[config.mk]
export PLATFORM = sky130hd
export DESIGN_NAME = text_line_renderer
export DESIGN_NICKNAME = d
export VERILOG_FILES = /design/src/rtl/text_render_pkg.sv /design/src/rtl/glyph_shifter.sv /design/src/rtl/text_line_renderer.sv
export SDC_FILE = /design/constraint.sdc
export NUM_CORES = 1
export LEC_CHECK = 0
export BUFFER_PORTS_ARGS = -buffer_cell sky130_fd_sc_hd__buf_2
export CAP_MARGIN = 20
export CORE_MARGIN = 5
export CORE_UTILIZATION = 54
export CTS_CLUSTER_DIAMETER = 40
export DETAILED_ROUTE_END_ITERATION = 6
export PLACE_DENSITY = 0.78
export SYNTH_ARGS = -nofsm -noshare
export SYNTH_HDL_FRONTEND = slang
export SYNTH_HIERARCHICAL = 1
export SYNTH_SLANG_ARGS = --single-unit
[constraint.sdc]
create_clock -name clk -period 3.1 [get_ports clk]
set_clock_uncertainty 0.2 [all_clocks]
set_input_delay 0 -clock clk [delete_from_list [all_inputs] [get_ports clk]]
set_output_delay 0 -clock clk [all_outputs]
set_load 0.005 [all_outputs]
[src/rtl/text_render_pkg.sv]
// Shared constants and FSM encoding for the text overlay fetch path.
// Glyphs are 8x8 cells addressed by a 7-bit character code.
package text_render_pkg;

  localparam int GLYPH_W         = 8;
  localparam int GLYPH_H         = 8;
  localparam int CHAR_W          = 7;
  localparam int ROW_W           = $clog2(GLYPH_H);
  localparam int TEXT_ADDR_W_DEF = 6;

  typedef enum logic [1:0] {
    ST_IDLE = 2'd0,
    ST_RUN  = 2'd1,
    ST_DONE = 2'd2
  } state_t;

endpackage

[src/rtl/glyph_shifter.sv]
// 8-bit parallel-in serial-out pixel shifter, MSB (leftmost pixel) first,
// with a valid/ready output side and empty/last-bit flags for the fetch logic.
module glyph_shifter
  import text_render_pkg::*;
(
  input  logic               clk,
  input  logic               rst_n,
  input  logic               load,
  input  logic [GLYPH_W-1:0] load_data,
  input  logic               ready,
  output logic               valid,
  output logic               data,
  output logic               empty,
  output logic               last
);

  localparam int CNT_W = $clog2(GLYPH_W + 1);

  logic [GLYPH_W-1:0] sreg;
  logic [CNT_W-1:0]   remaining;

  assign valid = (remaining != '0);
  assign data  = sreg[GLYPH_W-1];
  assign empty = !valid;
  assign last  = (remaining == CNT_W'(1));

  // Load wins over shift: the parent only loads when empty or when the last
  // bit is leaving this very cycle, so nothing is lost.
  always_ff @(posedge clk or negedge rst_n) begin
    if (!rst_n) begin
      sreg      <= '0;
      remaining <= '0;
    end else if (load) begin
      // NOTE: non-blocking everywhere in clocked logic so every register
      // here updates from the same pre-edge values.
      sreg      <= load_data;
      remaining <= CNT_W'(GLYPH_W);
    end else if (valid && ready) begin
      sreg      <= {sreg[GLYPH_W-2:0], 1'b0};
      remaining <= remaining - CNT_W'(1);
    end
  end

endmodule

[src/rtl/text_line_renderer.sv]
// Renders one scanline of a text line: fetches character codes, looks up the
// glyph row in the font ROM and streams it out as 1-bit pixels.
module text_line_renderer
  import text_render_pkg::*;
#(
  parameter int COLS        = 16,
  parameter int TEXT_ADDR_W = TEXT_ADDR_W_DEF
) (
  input  logic                   clk,
  input  logic                   rst_n,
  input  logic                   line_start,
  input  logic [TEXT_ADDR_W-1:0] text_base,
  input  logic [ROW_W-1:0]       text_row,
  output logic                   busy,
  output logic [TEXT_ADDR_W-1:0] char_addr,
  input  logic [CHAR_W-1:0]      char_data,
  output logic [CHAR_W-1:0]      font_char,
  output logic [ROW_W-1:0]       font_row,
  input  logic [GLYPH_W-1:0]     font_data,
  output logic                   pix_valid,
  output logic                   pix_data,
  input  logic                   pix_ready,
  output logic                   line_done
);

  localparam int IDX_W = $clog2(COLS + 1);

  state_t             state;
  logic [IDX_W-1:0]   idx;
  logic               req_addr;
  logic               req_data;
  logic [GLYPH_W-1:0] gbuf;
  logic               gbuf_valid;

  logic               sh_load;
  logic [GLYPH_W-1:0] sh_load_data;
  logic               sh_empty;
  logic               sh_last;

  logic xfer, last_xfer, chars_left, in_flight, issue;
  logic cap_to_sh, cap_to_buf, reload, line_end;

  assign font_char = char_data;

  // A fetch occupies two stages: address presented (req_addr), then data
  // returned from the synchronous text buffer and font ROM (req_data).
  assign xfer       = pix_valid && pix_ready;
  assign last_xfer  = sh_last && xfer;
  assign chars_left = (idx != IDX_W'(COLS));
  assign in_flight  = req_addr || req_data;
  assign issue      = (state == ST_RUN) && chars_left && !in_flight
                      && (!gbuf_valid || last_xfer);

  assign cap_to_sh  = req_data && (sh_empty || last_xfer);
  assign cap_to_buf = req_data && !cap_to_sh;
  assign reload     = last_xfer && gbuf_valid;

  assign sh_load      = reload || cap_to_sh;
  assign sh_load_data = reload ? gbuf : font_data;

  assign line_end = (state == ST_RUN) && !chars_left && !in_flight
                    && !gbuf_valid && last_xfer;

  glyph_shifter u_shifter (
    .clk       (clk),
    .rst_n     (rst_n),
    .load      (sh_load),
    .load_data (sh_load_data),
    .ready     (pix_ready),
    .valid     (pix_valid),
    .data      (pix_data),
    .empty     (sh_empty),
    .last      (sh_last)
  );

  always_ff @(posedge clk or negedge rst_n) begin
    if (!rst_n) begin
      state     <= ST_IDLE;
      busy      <= 1'b0;
      line_done <= 1'b0;
      char_addr <= '0;
      font_row  <= '0;
      idx       <= '0;
      req_addr  <= 1'b0;
      req_data  <= 1'b0;
    end else begin
      line_done <= 1'b0;
      req_addr  <= 1'b0;
      req_data  <= req_addr;
      case (state)
        ST_IDLE, ST_DONE: begin
          state <= ST_IDLE;
          busy  <= 1'b0;
          // The start pulse itself issues the fetch for character 0.
          if (line_start) begin
            state     <= ST_RUN;
            busy      <= 1'b1;
            char_addr <= text_base;
            font_row  <= text_row;
            idx       <= IDX_W'(1);
            req_addr  <= 1'b1;
          end
        end
        ST_RUN: begin
          if (issue) begin
            char_addr <= char_addr + TEXT_ADDR_W'(1);
            idx       <= idx + IDX_W'(1);
            req_addr  <= 1'b1;
          end
          if (line_end) begin
            state     <= ST_DONE;
            busy      <= 1'b0;
            line_done <= 1'b1;
          end
        end
        default: begin
          state <= ST_IDLE;
          busy  <= 1'b0;
        end
      endcase
    end
  end

  // Glyph buffer holds the next row while the shifter drains the current one.
  always_ff @(posedge clk or negedge rst_n) begin
    if (!rst_n) begin
      // NOTE: this data register is reset along with its valid flag so an
      // aborted line leaves no stale glyph behind.
      gbuf       <= '0;
      gbuf_valid <= 1'b0;
    end else if (cap_to_buf) begin
      gbuf       <= font_data;
      gbuf_valid <= 1'b1;
    end else if (reload) begin
      gbuf_valid <= 1'b0;
    end
  end

endmodule

==> run summary, run 1 <==
Post-Syn Instances - 201
relative slew slack - 40.7%
top_reg_cell synth - dfrtp_1
maximum VDD drop - 0.000478 V
first-pass GRT wire length - 7.40 mm
count leader, synth - dfrtp_1
Max Fanout on Critical Path - 20
total power divided by cell area - 833 mW/mm2
critical path arrival - 2.70 ns
Final Cycle Share - 88.1%
initial antenna violation count - 0
Vias - 1618
leading area contributor after synthesis - dfrtp_1
Avg Inst Size Synth - 10.7 um2
placed cell count - 271
# clock sinks - 41
Seq/Total Area, Yosys - 47.6%
fin area - 0.00263 mm2
Leak - 1.20 nW
DIE AREA - 0.00536 mm2
status - finished, final reports clean
final WL - 4.18 mm
DR iter-0 viols - 150
Max Clock Freq - 0.366 GHz
gr ovfl total - 0
Wirelength per Cell - 13.7 um
Die Wd - 73.2 um
fraction of layout cells with a size suffix above 1 - 28.7%
CTS buffer count - 5
Max clock buf depth - 2
row count - 23
I/O Buffers - 33
Hold Fails Final Rpt - 0
DRT Pass-1 Iters - 4
Initial Util - 54.7%
top cells by area, synth - dfrtp_1 (48%), mux2_2 (9.4%), nand2_1 (3.8%), ha_1 (3.5%), buf_4 (2.8%)
Ports - 48
Distinct cells, synth - 45
H-Tree Depth - 2
Cell Area, Placed - 0.00228 mm2
Final Slew Violations - 0
commonest cells in the netlist - dfrtp_1 (41), nand2_1 (22), mux2_2 (18)
worst-margin pin slew - 0.889 ns
CTS Root Cell - clkbuf_8
top cell type's share of synthesized area - 47.6%
worst path required time - 3.07 ns
Skew-Pair Late Insertion Delay - 0.29 ns
vias in the first global route - 1660
TritonCTS clock tree - built
syn nets - 235
Final min period - 2.73 ns
Post-synth EDFFs - 0
total track usage - 17.8%
FF+latch count, synth - 41
Vert. Die Dim - 73.2 um
Yosys Warn Count - 6
setup violators final - 0
Final #Nets - 288
CTS resizes - 0
largest net degree at the start of global routing - 42
Clk pin slew, worst setup/hold paths - 0.08 ns
MaxCap Viol Count - 0
RSZ-0062 raised after global routing - false
Critical Path Sink Type - flop
startpoint type of the worst setup path - flop
Placeable Area - 0.00394 mm2
Final HPWL DP - 2.77 mm
Post-Syn Area - 0.00216 mm2
Crit Path Class - reg2reg
setup TNS - 0 ns
antenna viol nets, final - 0
# diodes - 0
asr flop ratio synth - 100%
HP Class - in2reg
P&R area growth vs syn - 21.9%
Finished Layout Cells - 304
post-route DRC violation count - 0
final estimated routing congestion in global placement - 0.833
drt via density - 5.32
==> power breakdown <==
group	total [mW]	leakage, nW	switching, mW	internal [mW]
registers	0.953	0.499	0.179	0.774
logic	0.886	0.657	0.436	0.451
clock network	0.350	0.0433	0.174	0.176
==> worst max-delay path, cell delays in order, from the launching register on <==
cell and delay, ns:
dfrtp_1 0.42, inv_1 0.11, ha_1 0.17, or3b_1 0.49, and3_1 0.25, o21ai_0 0.17
nand2_1 0.38, a31oi_1 0.30, a21oi_1 0.11
==> per-layer routing <==
layer	wire, um	vias to the layer above	global-route usage (%)
li1	-	806	-
met1	1930	768	23.6
met2	1990	38	27.7
met3	178	6	3.03
met4	76	0	9.43
met5	0	-	0
==> cells in the final DEF (no fill, tap or decap), types with 3 or more instances in the layout <==
cell type and count:
inv_1 9, mux2_2 18, o21ai_0 4, a31oi_1 8, dlygate4sd3_1 26, buf_4 3
nand3_1 5, buf_2 33, ha_1 6, nor2_1 3, a21oi_1 10, and3_1 3
o21ai_1 7, dfrtp_1 41, nand2b_1 4, nor2b_1 8, clkbuf_8 6, o21ai_2 3
nor3_1 4, nand2_1 22
==> per-stage QoR <==
| stage | hold WS, ns | utilization, % | power, mW | worst slack (ns) |
|---|---|---|---|---|
| 2_1_floorplan | -0.496 | - | 1.62 | 0.604 |
| 3_3_place_gp | -0.200 | 57.8 | 1.78 | 0.457 |
| 3_5_place_dp | -0.200 | 57.8 | 1.82 | 0.432 |
| 4_1_cts | 0.00627 | 66.6 | 2.21 | 0.392 |
| 5_1_grt | 0.0684 | 66.6 | 2.38 | 0.178 |
| 6_report | 0.0159 | 66.6 | 2.19 | 0.368 |
==> registers in the layout (all words and copies together), names as in the netlist <==
register and count:
req_addr 1, char_addr 6, idx 5, u_shifter/sreg 8, busy 1, gbuf 8
line_done 1, gbuf_valid 1, u_shifter/remaining 4, font_row 3, req_data 1, state 2
==> cell families after synthesis <==
kind of cell / synth area share, %
mux: 10.3
compound gates: 14.7
buf+inv: 7.95
flops: 47.6
xor+xnor: 0.813
fa+ha+maj: 3.48
simple gates: 15.1
==> repair_timing <==
action | 4_1_cts | 5_1_grt
endpoints found under the hold margin | 75 | 0
setup buffers | 0 | 0
hold buffers | 26 | 0
==> cell type report <==
cell class                 instances  area (um2)
fill                             306        1320
tap                               50        62.6
inverter                          10        42.5
sequential                        41        1030
clock inverter                     1        7.51
multi-input combinational        134         958
timing repair buffer              62         448
clock buffer                       6        82.6
==> path summary, 6_finish.rpt <==
path | start | to | slack (ns) | cells past startpoint
worst max-delay path | u_shifter/remaining[0] | u_shifter/sreg[6] | 0.37 | 8
worst min-delay path | line_start | busy | 0.02 | 3
worst max register to register | u_shifter/remaining[0] | u_shifter/sreg[6] | 0.37 | 8
worst min register to register | req_addr | req_data | 0.18 | 0
max in group asynchronous | rst_n | u_shifter/sreg[3] | 1.97 | 2
min in group asynchronous | rst_n | gbuf[5] | 0.18 | 2
No activity file was read; power rests on OpenSTA's default activity.
==> run 2: changes to the inputs <==
Settings changed: CELL_PAD_IN_SITES_DETAIL_PLACEMENT set to 1, CELL_PAD_IN_SITES_GLOBAL_PLACEMENT set to 1, CORE_UTILIZATION 54 to 41, PLACE_DENSITY 0.78 to 0.76.
==> run summary, run 2 (synthesis gave the netlist of run 1 again) <==
row count - 26 (+13%)
RR Startpoint - u_shifter/remaining[0]
# fillers - 571 (+87%)
postcts setup bufs - 0 (unchanged)
relative slew slack - 37.1% (-3.6 points)
crit path launch - u_shifter/remaining[0]
Hold Fails Final Rpt - 0 (unchanged)
Die Wd - 82.5 um (+13%)
RSZ-0062 raised after global routing - false
first-pass GRT wire length - 8.49 mm (+15%)
fraction of layout cells with a size suffix above 1 - 29.0% (+0.28 points)
TritonCTS clock tree - built
final WL - 5.08 mm (+22%)
Ports - 48 (unchanged)
worst path required time - 3.07 ns (about the same)
Final Cycle Share - 89.8% (+1.7 points)
Vias - 1660 (+2.6%)
I/O Buffers - 33 (unchanged)
H-Tree Depth - 2 (unchanged)
initial antenna violation count - 0 (unchanged)
reg-to-reg setup timing slack - 0.32 ns (-0.05 ns)
Vert. Die Dim - 82.5 um (+13%)
startpoint type of the worst setup path - flop
DR iter-0 viols - 54 (-64%)
final estimated routing congestion in global placement - 0.761 (-8.7%)
Crit Path Class - reg2reg
Cell Area, Placed - 0.00230 mm2 (+1.1%)
CTS Root Cell - clkbuf_8
Placeable Area - 0.00511 mm2 (+30%)
critical path arrival - 2.76 ns (+0.06 ns)
Final #Nets - 288 (unchanged)
post-route DRC violation count - 0 (unchanged)
Max Clock Freq - 0.359 GHz (-1.9%)
Clk pin slew, worst setup/hold paths - 0.08 ns (about the same)
total track usage - 16.3% (-1.4 points)
Finished Layout Cells - 325 (+6.9%)
setup violators final - 0 (unchanged)
# clock sinks - 41 (unchanged)
setup TNS - 0 ns (unchanged)
Wirelength per Cell - 15.6 um (+14%)
Critical Path Sink Type - flop
commonest cells after routing, fill and taps aside - dfrtp_1 (41), buf_2 (33), dlygate4sd3_1 (26)
Leak - 1.21 nW (+1.2%)
status - finished, final reports clean
HP Class - in2reg
fin area - 0.00268 mm2 (+2.1%)
Final Slew Violations - 0 (unchanged)
MaxCap Viol Count - 0 (unchanged)
Initial Util - 42.2% (-12 points)
largest net degree at the start of global routing - 42 (unchanged)
vias in the first global route - 1718 (+3.5%)
P&R area growth vs syn - 24.4%
total power divided by cell area - 868 mW/mm2 (+4.1%)
CTS resizes - 0 (unchanged)
gr ovfl total - 0 (unchanged)
most common cell after layout, fill and taps aside - dfrtp_1
# diodes - 0 (unchanged)
maximum VDD drop - 0.000441 V (-7.8%)
CTS buffer count - 5 (unchanged)
DIE AREA - 0.00681 mm2 (+27%)
worst hold start - line_start
placed cell count - 291 (+7.4%)
DRT Pass-1 Iters - 4 (unchanged)
Final min period - 2.78 ns (+0.0533 ns)
antenna viol nets, final - 0 (unchanged)
worst-margin pin slew - 0.941 ns (+0.0522 ns)
Final HPWL DP - 3.29 mm (+19%)
drt via density - 5.11 (-4.0%)
Max clock buf depth - 2 (unchanged)
Top Registers - gbuf: 8 flops, u_shifter/sreg: 8 flops, char_addr: 6 flops
Skew-Pair Late Insertion Delay - 0.29 ns (about the same)
Max Fanout on Critical Path - 20 (unchanged)
run 2: worst paths after layout:
kind	end	depth (start not counted)
worst max register to register	u_shifter/sreg[2]	8
worst max-delay path	u_shifter/sreg[2]	8
worst min-delay path	busy	3
worst min register to register	req_data	0
max in group asynchronous	line_done	2
min in group asynchronous	gbuf[4]	2
run 2: final cells by class:
| class | instances | area (um2) | area share (%) |
|---|---|---|---|
| flip-flops and latches | 41 | 1030 | 38.2 |
| multi-input cells | 134 | 958 | 35.7 |
| repair buffers | 62 | 448 | 16.7 |
| well taps | 70 | 87.6 | 3.26 |
| inverters | 10 | 42.5 | 1.59 |
| clock buffers | 6 | 82.6 | 3.08 |
| clock inverters | 2 | 37.5 | 1.40 |
run 2: what timing repair did:
action                     CTS  global route
setup endpoints to repair    0             0
hold endpoints to repair    75             0
hold buffers                26             0
run 2: layer usage:
layer  GRT usage, %  vias to the layer above  wire (um)
li1               -                      807          -
met1           22.1                      811       2360
met2           26.4                       32       2470
met3           3.36                       10        174
met4           4.90                        0         76
met5              0                        -          0
run 2: worst max-delay path: stages, from the launching register on:
cell and delay [ns]:
dfrtp_1 0.41, inv_1 0.12, ha_1 0.17, or3b_1 0.47, and3_1 0.24, o21ai_0 0.14, nand2_1 0.39, a31oi_1 0.38
a21oi_1 0.13
run 2: through the flow:
step / worst slack, ns / hold slack (ns) / util [%] / power (mW)
after floorplan: 0.604 / -0.496 / - / 1.62
after global placement: 0.513 / -0.200 / 45.1 / 1.81
after detailed placement: 0.402 / -0.200 / 45.1 / 1.85
after CTS: 0.368 / 0.0211 / 52.5 / 2.35
after global routing: 0.195 / 0.0888 / 52.5 / 2.51
final: 0.315 / 0.0313 / 52.5 / 2.33
run 2: power by group:
group          switching, mW  internal (mW)  leakage, nW  total (mW)
Clock                  0.194          0.262       0.0574       0.456
Sequential             0.188          0.773        0.499       0.961
Combinational          0.459          0.452        0.657       0.911
Total                  0.841           1.49         1.21        2.33
